`src/rtl/duty_cycle_ramp.sv`:
```
// duty_cycle_ramp: slew-limited PWM duty command stage with a one-entry command holding register
module duty_cycle_ramp #(
    parameter int DUTY_CYCLE_WIDTH = 9,
    parameter int COUNTER_WIDTH    = 10,
    parameter int MAX_COUNTER      = 1024,
    parameter int MAX_DUTY         = 480,
    parameter int SLEW_STEP        = 8
) (
    input  logic                        clock,
    input  logic                        reset_n,
    input  logic                        enable,
    input  logic [DUTY_CYCLE_WIDTH-1:0] cmd_duty,
    input  logic                        cmd_valid,
    output logic                        cmd_ready,
    output logic [DUTY_CYCLE_WIDTH-1:0] duty_cycle,
    output logic                        period_start,
    output logic                        at_target,
    output logic [1:0]                  state
);
    localparam logic [1:0] S_OFF  = 2'd0;
    localparam logic [1:0] S_RAMP = 2'd1;
    localparam logic [1:0] S_HOLD = 2'd2;
    localparam logic [COUNTER_WIDTH-1:0]    LAST = COUNTER_WIDTH'(MAX_COUNTER - 1);
    localparam logic [DUTY_CYCLE_WIDTH-1:0] MAXD = DUTY_CYCLE_WIDTH'(MAX_DUTY);
    localparam logic [DUTY_CYCLE_WIDTH:0]   STEP = (DUTY_CYCLE_WIDTH + 1)'(SLEW_STEP);

    logic [COUNTER_WIDTH-1:0]    counter;
    logic [DUTY_CYCLE_WIDTH-1:0] target;
    logic [DUTY_CYCLE_WIDTH-1:0] pending;
    logic                        pending_full;
    logic                        boundary;
    logic                        accept;
    logic [DUTY_CYCLE_WIDTH-1:0] clamped;
    logic [DUTY_CYCLE_WIDTH-1:0] eff;
    logic [DUTY_CYCLE_WIDTH:0]   up;
    logic [DUTY_CYCLE_WIDTH:0]   dn;
    logic [DUTY_CYCLE_WIDTH-1:0] step_duty;
    logic [1:0]                  next_state;

    // Boundary detect, command handshake and one slew step computed in one extra bit so nothing wraps
    always_comb begin
        boundary     = (counter == LAST);
        cmd_ready    = enable && !pending_full;
        accept       = cmd_valid && cmd_ready;
        period_start = (counter == '0);
        at_target    = (state == S_HOLD) || (state == S_OFF);
        clamped      = (cmd_duty > MAXD) ? MAXD : cmd_duty;
        eff          = pending_full ? pending : target;
        up           = {1'b0, duty_cycle} + STEP;
        dn           = {1'b0, duty_cycle} - STEP;
        step_duty    = (eff > duty_cycle) ? ((up >= {1'b0, eff}) ? eff : up[DUTY_CYCLE_WIDTH-1:0])
                     : (({1'b0, duty_cycle} >= ({1'b0, eff} + STEP)) ? dn[DUTY_CYCLE_WIDTH-1:0] : eff);
        next_state   = (state == S_OFF && eff == '0) ? S_OFF : ((step_duty == eff) ? S_HOLD : S_RAMP);
    end

    // Free-running period counter, keeps running while disabled so the PWM phase stays aligned
    always_ff @(posedge clock or negedge reset_n) begin
        if (!reset_n)
            counter <= '0;
        else
            counter <= boundary ? '0 : counter + 1'b1;
    end

    // Duty, target and FSM move only at the period boundary; disable clears everything on the next edge
    always_ff @(posedge clock or negedge reset_n) begin
        if (!reset_n) begin
            duty_cycle   <= '0;
            target       <= '0;
            pending      <= '0;
            pending_full <= 1'b0;
            state        <= S_OFF;
        end else if (!enable) begin
            duty_cycle   <= '0;
            target       <= '0;
            pending_full <= 1'b0;
            state        <= S_OFF;
        end else begin
            if (boundary) begin
                target     <= eff;
                duty_cycle <= step_duty;
                state      <= next_state;
            end
            if (accept)
                pending <= clamped;
            pending_full <= accept || (pending_full && !boundary);
        end
    end
endmodule

```
`config.mk`:
```
export PLATFORM = sky130hd
export DESIGN_NAME = duty_cycle_ramp
export DESIGN_NICKNAME = d
export VERILOG_FILES = /design/src/rtl/duty_cycle_ramp.sv
export SDC_FILE = /design/constraint.sdc
export NUM_CORES = 1
export LEC_CHECK = 0
export ABC_AREA = 1
export ABC_CLOCK_PERIOD_IN_PS = 4000
export BUFFER_PORTS_ARGS = -buffer_cell sky130_fd_sc_hd__buf_4
export CORE_ASPECT_RATIO = 1.75
export CORE_MARGIN = 2
export CORE_UTILIZATION = 61
export DETAILED_ROUTE_END_ITERATION = 8
export PLACE_DENSITY = 0.81
export SLEW_MARGIN = 20
export SYNTH_ARGS = -nofsm -noshare
export SYNTH_HDL_FRONTEND = slang
export SYNTH_SLANG_ARGS = --single-unit
```
`constraint.sdc`:
```
create_clock -name clock -period 4 [get_ports clock]
set_input_delay 0.6 -clock clock [delete_from_list [all_inputs] [get_ports clock]]
set_output_delay 0.6 -clock clock [all_outputs]
set_load 0.005 [all_outputs]
```
==> reports/qor.csv <==
metric,value,unit
ff2ff_path_depth,20,
synth-edff-count,0,
htreeDepth,2,
gp_congestion,1.001,
pwr-share-clk,29.9,%
rsz0062_at_grt,false,
viasPerCell,5.959,
clock_sinks,40,
r2r-end,state[0],
track_usage,31.94,%
report.final.slew_viol_count,0,
post_drt_wl_per_cell,16.30,um
switching_share,36.93,%
fp.dieW,59.91,um
seq_power_share,32.6,%
row_count,35,
cp_data_required_time,4200,ps
powerDensity,360.0,nW/um^2
place_area,3573,um^2
finalCritPeriodShare,89.53,%
ctsHoldBuffers,0,
hold_class,input port to async pin,
core,5255,um^2
finalSetupViolCount,0,
end_kind,flop,
ant_nets,0,
start_util,63.50,%
cp_num_buf_inv,3,
wirelength,8833,um
drcViolationCount,0,
cp_top_family,simple AND/OR/NAND/NOR gates,
total_power,1.334,mW
internal_power,0.8416,mW
die_area,6102,um^2
antenna_cells,0,
overflow,0,
fmax,279.2,MHz
ys.flop_type,dfrtp_1,
synth_warnings,0,
nNetsFinal,529,
postCtsSetupRepairBufs,0,
die_h,101.8,um
fin_ws,418.7,ps
io_buffers,26,
fin_setup_tns,0,ps
synthToLayoutAreaGrowth,11.06,%
ys_ff_latch,40,
clockBufferDepth,2,
fin_area,3706,um^2
cp.arrival,3780,ps
hold_viol,0,
syn_inst,459,
fin_util,70.52,%
ctsRootBufferMaster,clkbuf_8,
antenna_found_initial,0,
dr_total_vias,3230,
drv_cap,0,
crit_type,flop to flop,
worst_slew_pin_slew,864.6,ps
fillers,434,
critPathMaxStageDelay,570,ps
ir_drop,268.9,uV
crit_fanout,16,
period_needed,3581,ps
grt_pass1_wl,14740,um
syn_area,3337,um^2
ios,27,
status,finished clean,
synth.distinct_cells,42,
ys_seq_area_share,30.00,%
cts_buffers,5,
cts_resized,0,
grt_pass1_vias,3149,
path_common_cell,nand2_1,
switching_power,0.4927,mW
hpwlAfterDp,6699,um
comb_power_share,37.5,%
p_leak,1.978,nW
first_pass_iters,5,
dpl_worst_slack,192.0,ps
cts_tree,yes,
r2r_slack,420,ps
synthArstFlopShare,100.0,%
syn_avg_cell_area,7.270,um^2
synth_nets,501,
finClkSkew,8.109,ps
crit_path_cell_trace,inv_4 -> or2_2 -> o21ai_4 -> inv_1 -> ha_1 -> nand2_1 -> nor2_1 -> nand3b_1 -> o2111ai_1 -> nand2_1 -> inv_1 -> o211ai_1 -> nand2_1 -> nand2_1 -> nand2_1 -> nand2_1 -> nor2_1 -> nand2_1 -> nand2_1 -> nand2_1,
clk_latency,300,ps
max_slew_margin,41.63,%
reg2reg_from,pending_full,
clkSlewWorstSetupHoldPaths,80,ps
crit_path_start_kind,flop,
drive_above_1_share,14.58,%
drtIter0Drc,198,
cp_slowest_cell,dfrtp_2,
grt_start_max_net_pins,41,
==> per-stage QoR <==
step / hold WS (ps) / instances
2_1_floorplan: 304.4 / 459
3_3_place_gp: 453.9 / 535
3_5_place_dp: 460.2 / 535
4_1_cts: 286.0 / 542
5_1_grt: 313.2 / 542
6_report: 261.7 / 542
==> how the worst max path moves through the flow <==
stage,depth (start not counted),to,slack (ps),start
finish,20,state[0],420,pending_full
global route,20,state[0],90,pending_full
CTS,19,state[0],170,pending_full
detailed placement,22,state[0],190,pending_full
global placement,22,state[0],300,pending_full
floorplan,25,state[0],780,pending_full
==> cells in the mapped netlist, types with 2 or more instances <==
master    instances  area (um^2)
a21oi_1          12        60.06
buf_2             4        20.02
buf_6             5        56.30
clkbuf_1          5        18.77
dfrtp_1          40         1001
ha_1             29        362.9
inv_1            61        229.0
inv_2             3        11.26
nand2_1         120        450.4
nand2_2           4        25.02
nand2_4           2        22.52
nand3_1          59        295.3
nand3_2           3        30.03
nand3_4           2        35.03
nand3b_1          2        15.01
nand4_1           7        43.79
nor2_1           11        41.29
nor2_2            2        12.51
nor2_4            3        33.78
nor3_1            7        35.03
nor4_1            3        18.77
o211ai_1          2        15.01
o211ai_2          2        25.02
o21a_1            2        15.01
o21ai_0          23        115.1
o21ai_1           6        30.03
o21ai_2           2        17.52
o22ai_1           9        56.30
or2_1             3        18.77
xnor2_1           3        26.28
xor2_1           12        105.1
==> power by group through the flow <==
stage	clock (mW)	combinational [mW]	sequential (mW)
CTS	0.397	0.491	0.435
detailed placement	0	0.487	0.443
finish	0.399	0.501	0.435
floorplan	0	0.378	0.436
global route	0.414	0.561	0.437
global placement	0	0.477	0.442
==> layout by cell type, fill, tap and decap left out, types with 5 or more instances in the layout <==
| master | n |
|---|---|
| nand4_1 | 7 |
| nand3_1 | 59 |
| a21oi_1 | 12 |
| o21ai_0 | 23 |
| dfrtp_1 | 39 |
| inv_1 | 61 |
| nor2_1 | 11 |
| clkbuf_8 | 5 |
| o22ai_1 | 9 |
| nand2_1 | 119 |
| nor3_1 | 7 |
| nand2_2 | 5 |
| buf_4 | 35 |
| o21ai_1 | 6 |
| xor2_1 | 12 |
| ha_1 | 29 |
==> state kept, by name, indices dropped and copies added, names as in the netlist <==
signal        flops
pending_full      1
state             2
target            9
duty_cycle        9
pending           9
counter          10
==> cell families after synthesis <==
group / Yosys count / share of synthesized area (%)
AO/OA/AOI/OAI: 63 / 11.44
adder cells (fa/ha/maj): 29 / 10.87
flip-flops: 40 / 30.00
buffers and inverters: 79 / 10.24
AND/OR/NAND/NOR: 233 / 33.52
XOR/XNOR: 15 / 3.937
==> cell type report <==
cell class / count / area (um^2) / area share (%)
clock buffers: 5 / 68.82 / 1.857
clock inverters: 2 / 60.06 / 1.621
inverters: 65 / 246.5 / 6.651
multi-input cells: 340 / 1997 / 53.88
flip-flops and latches: 40 / 1002 / 27.04
well taps: 55 / 68.82 / 1.857
repair buffers: 35 / 262.8 / 7.090
==> layer usage <==
layer / part of all wire (%) / vias to the layer above / GRT usage (%)
met2: 53 / 126 / 57.61
li1: - / 1570 / -
met3: 4.2 / 37 / 3.291
met5: 0 / - / 0
met1: 38 / 1497 / 35.54
met4: 4.8 / 0 / 16.75
(Power assumes the default switching activity.)
